File: src/rtl/shreg_pkg.sv
// shreg_pkg: shared mode encodings and controller states for the shift register
package shreg_pkg;
    typedef enum logic [1:0] {
        SH_LSR = 2'b00,
        SH_ASR = 2'b01,
        SH_LSL = 2'b10,
        SH_ROR = 2'b11
    } mode_t;

    typedef enum logic [1:0] {
        IDLE  = 2'b00,
        SHIFT = 2'b01,
        DONE  = 2'b10
    } state_t;
endpackage

File: src/rtl/seq_shift_register_if.sv
// seq_shift_register_if: request/data/status bundle between sequencer and shift register
interface seq_shift_register_if
    import shreg_pkg::*;
#(
    parameter int N  = 16,
    parameter int AW = $clog2(N) + 1
);
    logic          ld;
    logic [N-1:0]  pin;
    logic          start;
    mode_t         mode;
    logic [AW-1:0] amt;
    logic          freeze_lo;
    logic          sin;
    logic [N-1:0]  pout;
    logic          busy;
    logic          done;
    logic          zero;
    logic          hi_zero;
    logic          mid;

    modport master (
        output ld, pin, start, mode, amt, freeze_lo, sin,
        input  pout, busy, done, zero, hi_zero, mid
    );

    modport slave (
        input  ld, pin, start, mode, amt, freeze_lo, sin,
        output pout, busy, done, zero, hi_zero, mid
    );
endinterface

File: src/rtl/shreg_step.sv
// shreg_step: one-bit shift of the whole register or of its upper field with the low segment held
module shreg_step
    import shreg_pkg::*;
#(
    parameter int N     = 16,
    parameter int SPLIT = N / 2
) (
    input  logic [N-1:0] q,
    input  mode_t        mode,
    input  logic         sin,
    input  logic         frz,
    output logic [N-1:0] nxt
);
    localparam int W = N - SPLIT;

    logic [N-1:0] full;
    logic [W-1:0] h;
    logic [W-1:0] hs;

    assign h = q[N-1:SPLIT];

    assign full = mode == SH_LSR ? {sin, q[N-1:1]} :
                  mode == SH_ASR ? {q[N-1], q[N-1:1]} :
                  mode == SH_LSL ? {q[N-2:0], sin} :
                                   {q[0], q[N-1:1]};

    // when frozen, the field's lowest bit is h[0], so nothing crosses the split
    assign hs = mode == SH_LSR ? {sin, h[W-1:1]} :
                mode == SH_ASR ? {h[W-1], h[W-1:1]} :
                mode == SH_LSL ? {h[W-2:0], sin} :
                                 {h[0], h[W-1:1]};

    assign nxt = frz ? {hs, q[SPLIT-1:0]} : full;
endmodule

File: src/rtl/seq_shift_register.sv
// seq_shift_register: loadable register shifted one bit per clock under a busy/done controller
module seq_shift_register
    import shreg_pkg::*;
#(
    parameter int N     = 16,
    parameter int SPLIT = N / 2,
    parameter int MID   = N / 2 + 1
) (
    input logic                 clk,
    input logic                 rst,
    seq_shift_register_if.slave bus
);
    localparam int AW = $clog2(N) + 1;

    state_t        state;
    logic [N-1:0]  q;
    logic [N-1:0]  nxt;
    logic [AW-1:0] cnt;
    logic [AW-1:0] k;
    mode_t         mode_r;
    logic          frz;
    logic          busy_r;
    logic          done_r;

    assign k = bus.amt > AW'(N) ? AW'(N) : bus.amt;

    shreg_step #(.N(N), .SPLIT(SPLIT)) u_step (
        .q    (q),
        .mode (mode_r),
        .sin  (bus.sin),
        .frz  (frz),
        .nxt  (nxt)
    );

    always_ff @(posedge clk) begin
        if (rst) begin
            state  <= IDLE;
            q      <= '0;
            cnt    <= '0;
            mode_r <= SH_LSR;
            frz    <= 1'b0;
            busy_r <= 1'b0;
            done_r <= 1'b0;
        end else if (state == SHIFT) begin
            q   <= nxt;
            cnt <= cnt - 1'b1;
            if (cnt == AW'(1)) begin
                state  <= DONE;
                busy_r <= 1'b0;
                done_r <= 1'b1;
            end
        end else if (bus.ld) begin
            q      <= bus.pin;
            state  <= IDLE;
            done_r <= 1'b0;
        end else if (bus.start) begin
            mode_r <= bus.mode;
            frz    <= bus.freeze_lo;
            cnt    <= k;
            state  <= k == '0 ? DONE : SHIFT;
            busy_r <= k != '0;
            done_r <= k == '0;
        end else begin
            state  <= IDLE;
            done_r <= 1'b0;
        end
    end

    assign bus.pout    = q;
    assign bus.busy    = busy_r;
    assign bus.done    = done_r;
    assign bus.zero    = ~|q;
    assign bus.hi_zero = ~|q[N-1:SPLIT];
    assign bus.mid     = q[MID];
endmodule

File: src/flat_wrapper.sv
// flat-port wrapper written by rule: the top's interface ports become plain ports
module seq_shift_register_flat import shreg_pkg::*;
#(
    parameter int N     = 16,
    parameter int SPLIT = N / 2,
    parameter int MID   = N / 2 + 1
)
  (clk, rst, bus_ld, bus_pin, bus_start, bus_mode, bus_amt, bus_freeze_lo, bus_sin, bus_pout, bus_busy, bus_done, bus_zero, bus_hi_zero, bus_mid);
  seq_shift_register_if #(.N(N)) bus_i ();
  input logic clk;
  input logic rst;
  input wire logic [$bits(bus_i.ld)-1:0] bus_ld;
  input wire logic [$bits(bus_i.pin)-1:0] bus_pin;
  input wire logic [$bits(bus_i.start)-1:0] bus_start;
  input wire logic [$bits(bus_i.mode)-1:0] bus_mode;
  input wire logic [$bits(bus_i.amt)-1:0] bus_amt;
  input wire logic [$bits(bus_i.freeze_lo)-1:0] bus_freeze_lo;
  input wire logic [$bits(bus_i.sin)-1:0] bus_sin;
  output wire logic [$bits(bus_i.pout)-1:0] bus_pout;
  output wire logic [$bits(bus_i.busy)-1:0] bus_busy;
  output wire logic [$bits(bus_i.done)-1:0] bus_done;
  output wire logic [$bits(bus_i.zero)-1:0] bus_zero;
  output wire logic [$bits(bus_i.hi_zero)-1:0] bus_hi_zero;
  output wire logic [$bits(bus_i.mid)-1:0] bus_mid;
  assign bus_i.ld = bus_ld;
  assign bus_i.pin = bus_pin;
  assign bus_i.start = bus_start;
  assign bus_i.mode = bus_mode;
  assign bus_i.amt = bus_amt;
  assign bus_i.freeze_lo = bus_freeze_lo;
  assign bus_i.sin = bus_sin;
  assign bus_pout = bus_i.pout;
  assign bus_busy = bus_i.busy;
  assign bus_done = bus_i.done;
  assign bus_zero = bus_i.zero;
  assign bus_hi_zero = bus_i.hi_zero;
  assign bus_mid = bus_i.mid;
  seq_shift_register #(.N(N), .SPLIT(SPLIT), .MID(MID)) u_core (.clk(clk), .rst(rst), .bus(bus_i));
endmodule
File: config.mk
export PLATFORM = sky130hd
export DESIGN_NAME = seq_shift_register_flat
export DESIGN_NICKNAME = d
export VERILOG_FILES = /design/src/rtl/shreg_pkg.sv /design/src/rtl/seq_shift_register_if.sv /design/src/rtl/shreg_step.sv /design/src/rtl/seq_shift_register.sv /design/src/flat_wrapper.sv
export SDC_FILE = /design/constraint.sdc
export NUM_CORES = 1
export LEC_CHECK = 0
export ABC_AREA = 1
export ABC_CLOCK_PERIOD_IN_PS = 2550
export CAP_MARGIN = 20
export CORE_ASPECT_RATIO = 1.75
export CORE_MARGIN = 2
export CORE_UTILIZATION = 25
export CTS_CLUSTER_DIAMETER = 150
export CTS_CLUSTER_SIZE = 30
export DETAILED_ROUTE_END_ITERATION = 10
export PLACE_DENSITY = 0.55
export RECOVER_POWER = 50
export SLEW_MARGIN = 20
export SYNTH_ARGS = -nofsm -noshare
export SYNTH_HDL_FRONTEND = slang
export SYNTH_SLANG_ARGS = --single-unit
File: constraint.sdc
create_clock -name clk -period 2.55 [get_ports clk]
set_clock_uncertainty 0.1 [all_clocks]
set_input_delay 0.255 -clock clk [delete_from_list [all_inputs] [get_ports clk]]
set_output_delay 0.255 -clock clk [all_outputs]
set_load 0.01 [all_outputs]
==> results by group <==
Run status
  • Status: completed

Clock network
  • Register clock-pin slew on the reported worst setup and hold paths: 0.10 ns
  • Hold Buf Count CTS: 0
  • CTS buffer count: 3
  • Clk_lat worst skew: 0.28 ns
  • CTS sink count: 27
  • Post-cts resize count: 0
  • Clock root buffer: clkbuf_8
  • Max Root-Sink Buffers: 2
  • H-tree depth: 1
  • CTS tree: built
  • Post-CTS Setup Repair Bufs: 0

Layout
  • Final cell utilization of the core: 34.89%
  • Fin nets: 304
  • Share of layout cells above drive strength 1: 5.147%
  • Reg area: 540.5 µm²
  • Multi-input gate area: 812.0 µm²
  • # diodes: 0
  • Design area: 0.002123 mm²
  • Filler instances: 726
  • Area Growth Syn to Fin: 36.97%
  • Fin cells: 352

Global routing
  • Grt total ovfl: 0
  • First-pass GRT wire length: 7596 µm
  • Global Route Usage Sum: 13.79%
  • Pin count of the biggest net entering global routing: 34
  • Initial antenna violation count: 0
  • Vias in the first global route: 1654

Logic synthesis
  • Synthesis-stage register bit count: 27
  • Largest family of logic cells by synthesized area: compound AO/OA/AOI/OAI gates
  • Register area share after synthesis: 34.87%
  • Syn Area/Cell: 6.799 µm²
  • Synth Area in Simple Gates: 19.05%
  • Cells after Synth: 228
  • Synth Area in Compound Gates: 31.32%
  • XOR/XNOR Fraction of Synth Area: 0.5650%
  • Synth Warn #: 0
  • Area of the mapped netlist: 0.001550 mm²
  • Yosys cell types: 23
  • Multiplexer share of the synthesized area: 0%
  • Syn Nets: 259
  • Adder-Cell Fraction of Synth Area: 1.614%

Floorplanning
  • Row cnt: 38
  • # IOs: 50
  • Placeable Area: 0.006086 mm²
  • Initial core utilization: 25.47%
  • Die H: 108.2 µm
  • Die width: 63.53 µm
  • Die area: 0.006872 mm²

Routing
  • Detailed Routing Iterations Pass 1: 4
  • Post-route ant nets: 0
  • Vias/cell: 4.673
  • DRC Markers: 0
  • Starting DRT DRC Count: 81
  • Avg WL per Cell: 13.04 µm
  • Vias: 1645
  • Final wirelength: 4590 µm

Worst setup path
  • CP Class: flop to output pin
  • Data arrival, critical path: 1.78 ns
  • Reg2reg path depth: 7
  • Worst setup SP type: flop
  • Worst flop-to-flop path endpoint: u_core.bus.pout[6]$_SDFFE_PP0P_
  • Critical path peak fanout: 4
  • Critical path endpoint category: output pin
  • Worst R2R Start: u_core.state[1]$_SDFFE_PP0N_
  • R2r setup slk: 0.95 ns
  • Worst Path Required: 2.19 ns

Power and ir drop
  • Internal: 720.5 µW
  • Leak pwr: 0.8681 nW
  • Pwr dens: 505.7 mW/mm²
  • Combinational power share: 30.0%
  • Seq pwr share: 46.3%
  • NetSw: 353.2 µW
  • VDD IR max: 0.0001873 V
  • Clk pwr share: 23.8%
  • Sw frac: 32.90%

Timing
  • Slew @ Worst Pin: 0.5581 ns
  • Final Hold Violating Endpoints: 0
  • Tcrit/Tclk final: 83.67%
  • Fmax: 0.4687 GHz
  • Setup TNS: 0 ns
  • Setup violators final: 0
  • Crit path time final: 2.134 ns
  • Worst slew margin: 62.75%
  • RSZ-0062 raised after global routing: no
  • Final slew viol count: 0
  • Setup WS post-layout: 0.4163 ns

Placed design
  • Hpwl dp: 3497 µm
  • Placed inst area: 0.002081 mm²
  • Buffers added on ports: 49
  • GP Congestion: 0.7848
  • Post-Place Cells: 348
  • Pre-CTS setup slack: 0.7341 ns

Min path
  • Worst min path class: flop to flop
  • Hold_sp: u_core.bus.busy$_SDFFE_PP0P_
  • Hold Path Sink: u_core.bus.busy$_SDFFE_PP0P_
  • Hold path depth: 2

Run
  • Maximum Capacitance Violations: 0
==> cells in the mapped netlist, drive strengths merged <==
master  number  share of area (%)
a21oi       39                 13
dfxtp       27                 35
o21ai       41                 14
nand3        8                2.6
xor2         1               0.57
nand4        7                2.8
o211ai       6                2.9
buf          7                3.4
nor2        11                2.7
ha           2                1.6
a31oi        4                1.6
clkbuf       2               0.48
inv         36                8.7
nor3b        1               0.48
nand2       36                 10
==> per-stage QoR <==
step	hold WS, ns	power, mW
final	0.3727	1.074
after global routing	0.3978	1.147
after CTS	0.3807	1.099
after detailed placement	0.3667	0.8397
after global placement	0.3565	0.8403
after floorplan	0.2241	0.6933
==> placed cells by master (no fill, tap or decap), types with 2 or more instances in the layout <==
cell type / n
dlygate4sd3_1: 16
clkbuf_8: 3
a21oi_1: 38
o211ai_1: 6
a31oi_1: 4
nand3_1: 8
nand2_1: 32
nand4_1: 7
clkdlybuf4s50_1: 33
nor2_1: 11
dfxtp_1: 27
ha_1: 2
o21ai_1: 3
o21ai_0: 37
inv_2: 5
inv_1: 31
nand2_4: 3
==> routing by layer <==
metal | track usage, % | vias to the layer above | routed length (µm)
li1 | - | 855 | -
met1 | 15.74 | 757 | 1918
met2 | 26.39 | 31 | 2504
met3 | 1.457 | 2 | 125
met4 | 4.193 | 0 | 42
met5 | 0 | - | 0
==> how the worst max path moves through the flow <==
stage / start / endpoint / slack [ns] / cells after the start
2_1_floorplan: u_core.bus.pout[9]$_SDFFE_PP0P_ / bus_zero / 1.12 / 4
3_3_place_gp: u_core.bus.pout[8]$_SDFFE_PP0P_ / bus_zero / 0.73 / 5
3_5_place_dp: u_core.bus.pout[8]$_SDFFE_PP0P_ / bus_zero / 0.73 / 5
4_1_cts: u_core.bus.pout[8]$_SDFFE_PP0P_ / bus_zero / 0.39 / 5
5_1_grt: u_core.bus.pout[9]$_SDFFE_PP0P_ / bus_zero / 0.30 / 5
6_report: u_core.bus.pout[14]$_SDFFE_PP0P_ / bus_zero / 0.42 / 5
==> power groups by stage <==
stage,clock network (mW),registers [mW],logic [mW]
5_1_grt,0.281,0.505,0.361
4_1_cts,0.266,0.498,0.335
2_1_floorplan,0,0.513,0.181
3_3_place_gp,0,0.508,0.332
3_5_place_dp,0,0.507,0.333
6_report,0.255,0.497,0.322
==> worst max-delay path, cell delays in order, from the launching register on <==
cell	delay (ns)
dfxtp_1	0.34
inv_1	0.08
nand4_1	0.10
nor2_1	0.15
nor3b_1	0.25
clkdlybuf4s50_1	0.58
==> area by class of cell <==
cell class | count | share of cell area, %
clock buffers | 4 | 2.121
inverters | 36 | 6.364
multi-input cells | 156 | 38.24
flip-flops and latches | 27 | 25.46
well taps | 80 | 4.714
repair buffers | 49 | 23.10
==> state kept, by name, summed over array words and instances, names as in the netlist <==
register         count
u_core.bus.pout     16
u_core.cnt           5
u_core.mode_r        2
u_core.state         2
u_core.bus.busy      1
u_core.frz           1
==> kinds of logic (layout without fill, tap and decap cells) <==
family                   after synthesis  after routing
flip-flops                            27             27
buffers and inverters                 45             89
AO/OA/AOI/OAI                         90             90
XOR/XNOR                               1              1
AND/OR/NAND/NOR                       63             63
adder cells (fa/ha/maj)                2              2
Power figures use the tool's default switching activity.
==> edit 1: new RTL, config.mk and constraints unchanged <==
`N` is set to 16 in 4 places; all go to 64.
--- a/src/rtl/seq_shift_register_if.sv
+++ b/src/rtl/seq_shift_register_if.sv
@@ -3,5 +3,5 @@
     import shreg_pkg::*;
 #(
-    parameter int N  = 16,
+    parameter int N  = 64,
     parameter int AW = $clog2(N) + 1
 );
--- a/src/rtl/shreg_step.sv
+++ b/src/rtl/shreg_step.sv
@@ -3,5 +3,5 @@
     import shreg_pkg::*;
 #(
-    parameter int N     = 16,
+    parameter int N     = 64,
     parameter int SPLIT = N / 2
 ) (
--- a/src/rtl/seq_shift_register.sv
+++ b/src/rtl/seq_shift_register.sv
@@ -3,5 +3,5 @@
     import shreg_pkg::*;
 #(
-    parameter int N     = 16,
+    parameter int N     = 64,
     parameter int SPLIT = N / 2,
     parameter int MID   = N / 2 + 1
--- a/src/flat_wrapper.sv
+++ b/src/flat_wrapper.sv
@@ -2,5 +2,5 @@
 module seq_shift_register_flat import shreg_pkg::*;
 #(
-    parameter int N     = 16,
+    parameter int N     = 64,
     parameter int SPLIT = N / 2,
     parameter int MID   = N / 2 + 1
Ports: changed (resized bus_amt, bus_pin and bus_pout); port bits go from 50 to 148. The function was not compared with the original's and may differ.
==> edit 1 against the unedited design <==
Total power grew to 3.5 times the old value. Sequential cell count increased by 50. Worst setup slack lost 0.19 ns. Sequential power increased to 2.9 times the old value. Routed wire length increased to 3.4 times the old value. Cell area increased to 3.0 times the old value. Highest routed layer is now met5. Synthesized cell count grew to 2.8 times the old value. Combinational power grew to 3.0 times the old value. Largest power group unchanged. Synthesized area grew to 2.8 times the old value. Register-to-register slack worse by 0.55 ns. Non-clock buffer count is 108 higher. Die area grew to 2.7 times the old value.
==> edit 1: results (changes against the unedited design) <==
fin nets -> 845 (was 304)
clock network area share -> 0.0505 (was 0.0212)
clk slew on worst S/H paths -> 0.06 ns (was 0.10 ns)
highest routed layer -> met5 (was met4)
syn_nets -> 724 (was 259)
comb_multi_in -> 465 (was 156)
fraction of layout cells with a size suffix above 1 -> 0.0533 (was 0.0515)
synth top area cells -> dfxtp_1 36%, a21oi_1 16%, o21ai_0 11% (was dfxtp_1 35%, a21oi_1 12%, o21ai_0 12%)
WP data arrival -> 1.97 ns (was 1.78 ns)
Root Buffer -> clkbuf_16 (was clkbuf_8)
total routed wirelength -> 15800 µm (was 4590 µm)
cts bufs inserted -> 9 (was 3)
first-pass GRT wire length -> 24600 µm (was 7600 µm)
Pleak -> 2.36 nW (was 0.868 nW)
Reg area -> 1540 µm² (was 541 µm²)
Finished Layout Cells -> 997 (was 352)
fillers -> 1822 (was 726)
Non-Clock Buffer Count -> 157 (was 49)
H-tree Lvls -> 3 (was 1)
# diodes -> 1 (was 0)
run status -> finished clean (unchanged)
Yosys reg bits -> 77 (was 27)
via count -> 4881 (was 1645)
Seq/Total Area, Yosys -> 0.356 (was 0.349)
Skew-Pair Late Insertion Delay -> 0.34 ns (was 0.28 ns)
global placer's final weighted congestion -> 0.785 (about the same)
pin count of the biggest net entering global routing -> 64 (was 34)
Layout clock buffers -> 10 (was 4)
## edit 1: per-layer routing
metal	vias up	track usage
li1	2487	-
met4	2	0.0598
met5	-	0
met1	2262	0.186
met2	112	0.324
met3	18	0.0345
## edit 1: metrics by stage
stage          cell area, µm²  setup slack [ns]
5_1_grt                  6270            0.0236
3_3_place_gp             5960             0.508
3_5_place_dp             5960             0.548
6_report                 6270             0.228
4_1_cts                  6280             0.162
2_1_floorplan            4330              1.18
## edit 1: critical path: stages (launching register included)
cell             delay [ns]
dfxtp_1                0.33
inv_1                  0.10
nand2_1                0.06
nor3_1                 0.13
nand2_1                0.09
nor2_1                 0.12
nand2_1                0.12
nor2_1                 0.14
clkdlybuf4s50_1        0.54
## edit 1: path summary, 6_finish.rpt
check	startpoint	end	slack, ns	depth (start not counted)
max	u_core.bus.pout[51]$_SDFFE_PP0P_	bus_zero	0.23	8
min	u_core.bus.pout[63]$_SDFFE_PP0P_	u_core.bus.pout[63]$_SDFFE_PP0P_	0.40	2
max reg2reg	u_core.bus.done$_SDFFE_PP0N_	u_core.bus.pout[34]$_SDFFE_PP0P_	0.40	5
min reg2reg	u_core.bus.pout[63]$_SDFFE_PP0P_	u_core.bus.pout[63]$_SDFFE_PP0P_	0.40	2
## edit 1: power by group
part | internal, mW | switching [mW]
registers | 1.32 | 0.127
logic | 0.437 | 0.526
clock network | 0.856 | 0.532
total | 2.62 | 1.18
## edit 1: cells by family (layout without fill, tap and decap cells)
family	after synthesis	in the layout	share of synthesized area
compound gates	307	307	0.375
xor+xnor	1	1	0.00203
fa+ha+maj	2	2	0.00578
buf+inv	101	227	0.102
flops	77	77	0.356
other cells	0	1	0
simple gates	155	155	0.159
==> edit 2: new RTL, same settings <==
Made on the original files. The 3 states of `state_t` get a one-hot encoding in 3 bits.
--- a/src/rtl/shreg_pkg.sv
+++ b/src/rtl/shreg_pkg.sv
@@ -8,8 +8,8 @@
     } mode_t;
 
-    typedef enum logic [1:0] {
-        IDLE  = 2'b00,
-        SHIFT = 2'b01,
-        DONE  = 2'b10
+    typedef enum logic [2:0] {
+        IDLE  = 3'b001,
+        SHIFT = 3'b010,
+        DONE  = 3'b100
     } state_t;
 endpackage
Function: no difference found for any inputs over 10 cycles, from zero or initial values and one cycle with rst high; not proved beyond that.
==> edit 2 against the unedited design <==
Routed wire length rose by 1.9%. Synthesized cell count rose by 6.1%. Largest cell class unchanged. Non-clock buffer count rose by 2. Worst hold slack improved by 0.0053 ns. Synthesized area rose by 6.2%. Total power rose by 14%. Worst setup slack improved by 0.092 ns. Critical path type unchanged. Via count rose by 5.8%. Combinational power fell by 26%. Sequential cell count rose by 1. Critical endpoint unchanged. Cell area rose by 7.5%. Highest routed layer unchanged.
==> edit 2: results (changes against the unedited design) <==
Util after Layout -> 0.354 (was 0.349)
global placer's final weighted congestion -> 0.752 (was 0.785)
fin nets -> 318 (was 304)
Metal-1 WL -> 1890 µm (was 1920 µm)
multi-input logic portion of the cell area -> 0.394 (was 0.382)
crit-path max cell delay -> 0.53 ns (was 0.58 ns)
run status -> finished clean (unchanged)
Non-Clock Buffer Count -> 51 (was 49)
reg2reg end -> u_core.bus.pout[5]$_SDFFE_PP0P_ (was u_core.bus.pout[6]$_SDFFE_PP0P_)
Seq/Total Area, Yosys -> 0.340 (was 0.349)
M2 GR Usage -> 0.245 (was 0.264)
VDD IR max -> 231 µV (was 187 µV)
Crit. Startpoint -> u_core.bus.pout[8]$_SDFFE_PP0P_ (was u_core.bus.pout[14]$_SDFFE_PP0P_)
Placement Rows -> 39 (was 38)
HPWL Detailed -> 3540 µm (was 3500 µm)
r2r startpoint -> u_core.bus.done$_SDFFE_PP0N_ (was u_core.state[1]$_SDFFE_PP0N_)
clk slew on worst S/H paths -> 0.07 ns (was 0.10 ns)
WL per Instance -> 12.7 µm (was 13.0 µm)
M3 GR Usage -> 0.0162 (was 0.0146)
Distinct cells, synth -> 31 (was 23)
first-pass GRT wire length -> 7710 µm (was 7600 µm)
WP data arrival -> 1.69 ns (was 1.78 ns)
placed instance count -> 364 (was 348)
Post-DP Area -> 2180 µm² (was 2080 µm²)
total routed wirelength -> 4680 µm (was 4590 µm)
Root Buffer -> clkbuf_16 (was clkbuf_8)
fraction of layout cells with a size suffix above 1 -> 0.0769 (was 0.0515)
NonClk Buf Share -> 0.221 (was 0.231)
Pleak -> 0.968 nW (was 0.868 nW)
WL met3 -> 154 µm (was 125 µm)
Reg area -> 561 µm² (was 541 µm²)
mean post-synth cell area -> 6.80 µm² (about the same)
clock network area share -> 0.0461 (was 0.0212)
TritonCTS Sinks -> 28 (was 27)
comb_multi_in -> 174 (was 156)
synth top area cells -> dfxtp_1 34%, nand2_1 11%, o21ai_0 11% (was dfxtp_1 35%, a21oi_1 12%, o21ai_0 12%)
syn_nets -> 273 (was 259)
pin count of the biggest net entering global routing -> 36 (was 34)
GR Util All Layers -> 0.134 (was 0.138)
setup slack, reg-to-reg -> 0.85 ns (was 0.95 ns)
WL met2 -> 2530 µm (was 2500 µm)
Synth top cells by count -> 49 x nand2_1, 36 x o21ai_0, 28 x dfxtp_1, 27 x a21oi_1, 24 x inv_1 (was 38 x a21oi_1, 37 x o21ai_0, 31 x inv_1, 31 x nand2_1, 27 x dfxtp_1)
## edit 2: metrics by stage
step                      total power, mW  worst slack (ns)  hold WS [ns]
final                                1.22             0.508         0.378
after global routing                 1.28             0.416         0.422
after detailed placement            0.760             0.725         0.371
after global placement              0.759             0.763         0.366
after CTS                            1.24             0.490         0.383
after floorplan                     0.639              1.26         0.224
## edit 2: report_power, final
group / total, mW / internal (mW) / leakage [nW] / switching (mW)
clock network: 0.478 / 0.313 / 0.0511 / 0.165
registers: 0.501 / 0.467 / 0.232 / 0.0341
logic: 0.239 / 0.121 / 0.685 / 0.118
total: 1.22 / 0.902 / 0.968 / 0.317
## edit 2: cells by family (layout without fill, tap and decap cells)
logic type      after synthesis  count (layout)  synth area share
fa+ha+maj                     2               2            0.0152
buf+inv                      40              84             0.110
flops                        28              28             0.340
xor+xnor                      1               1           0.00532
simple gates                 88              88             0.245
compound gates               83              83             0.283
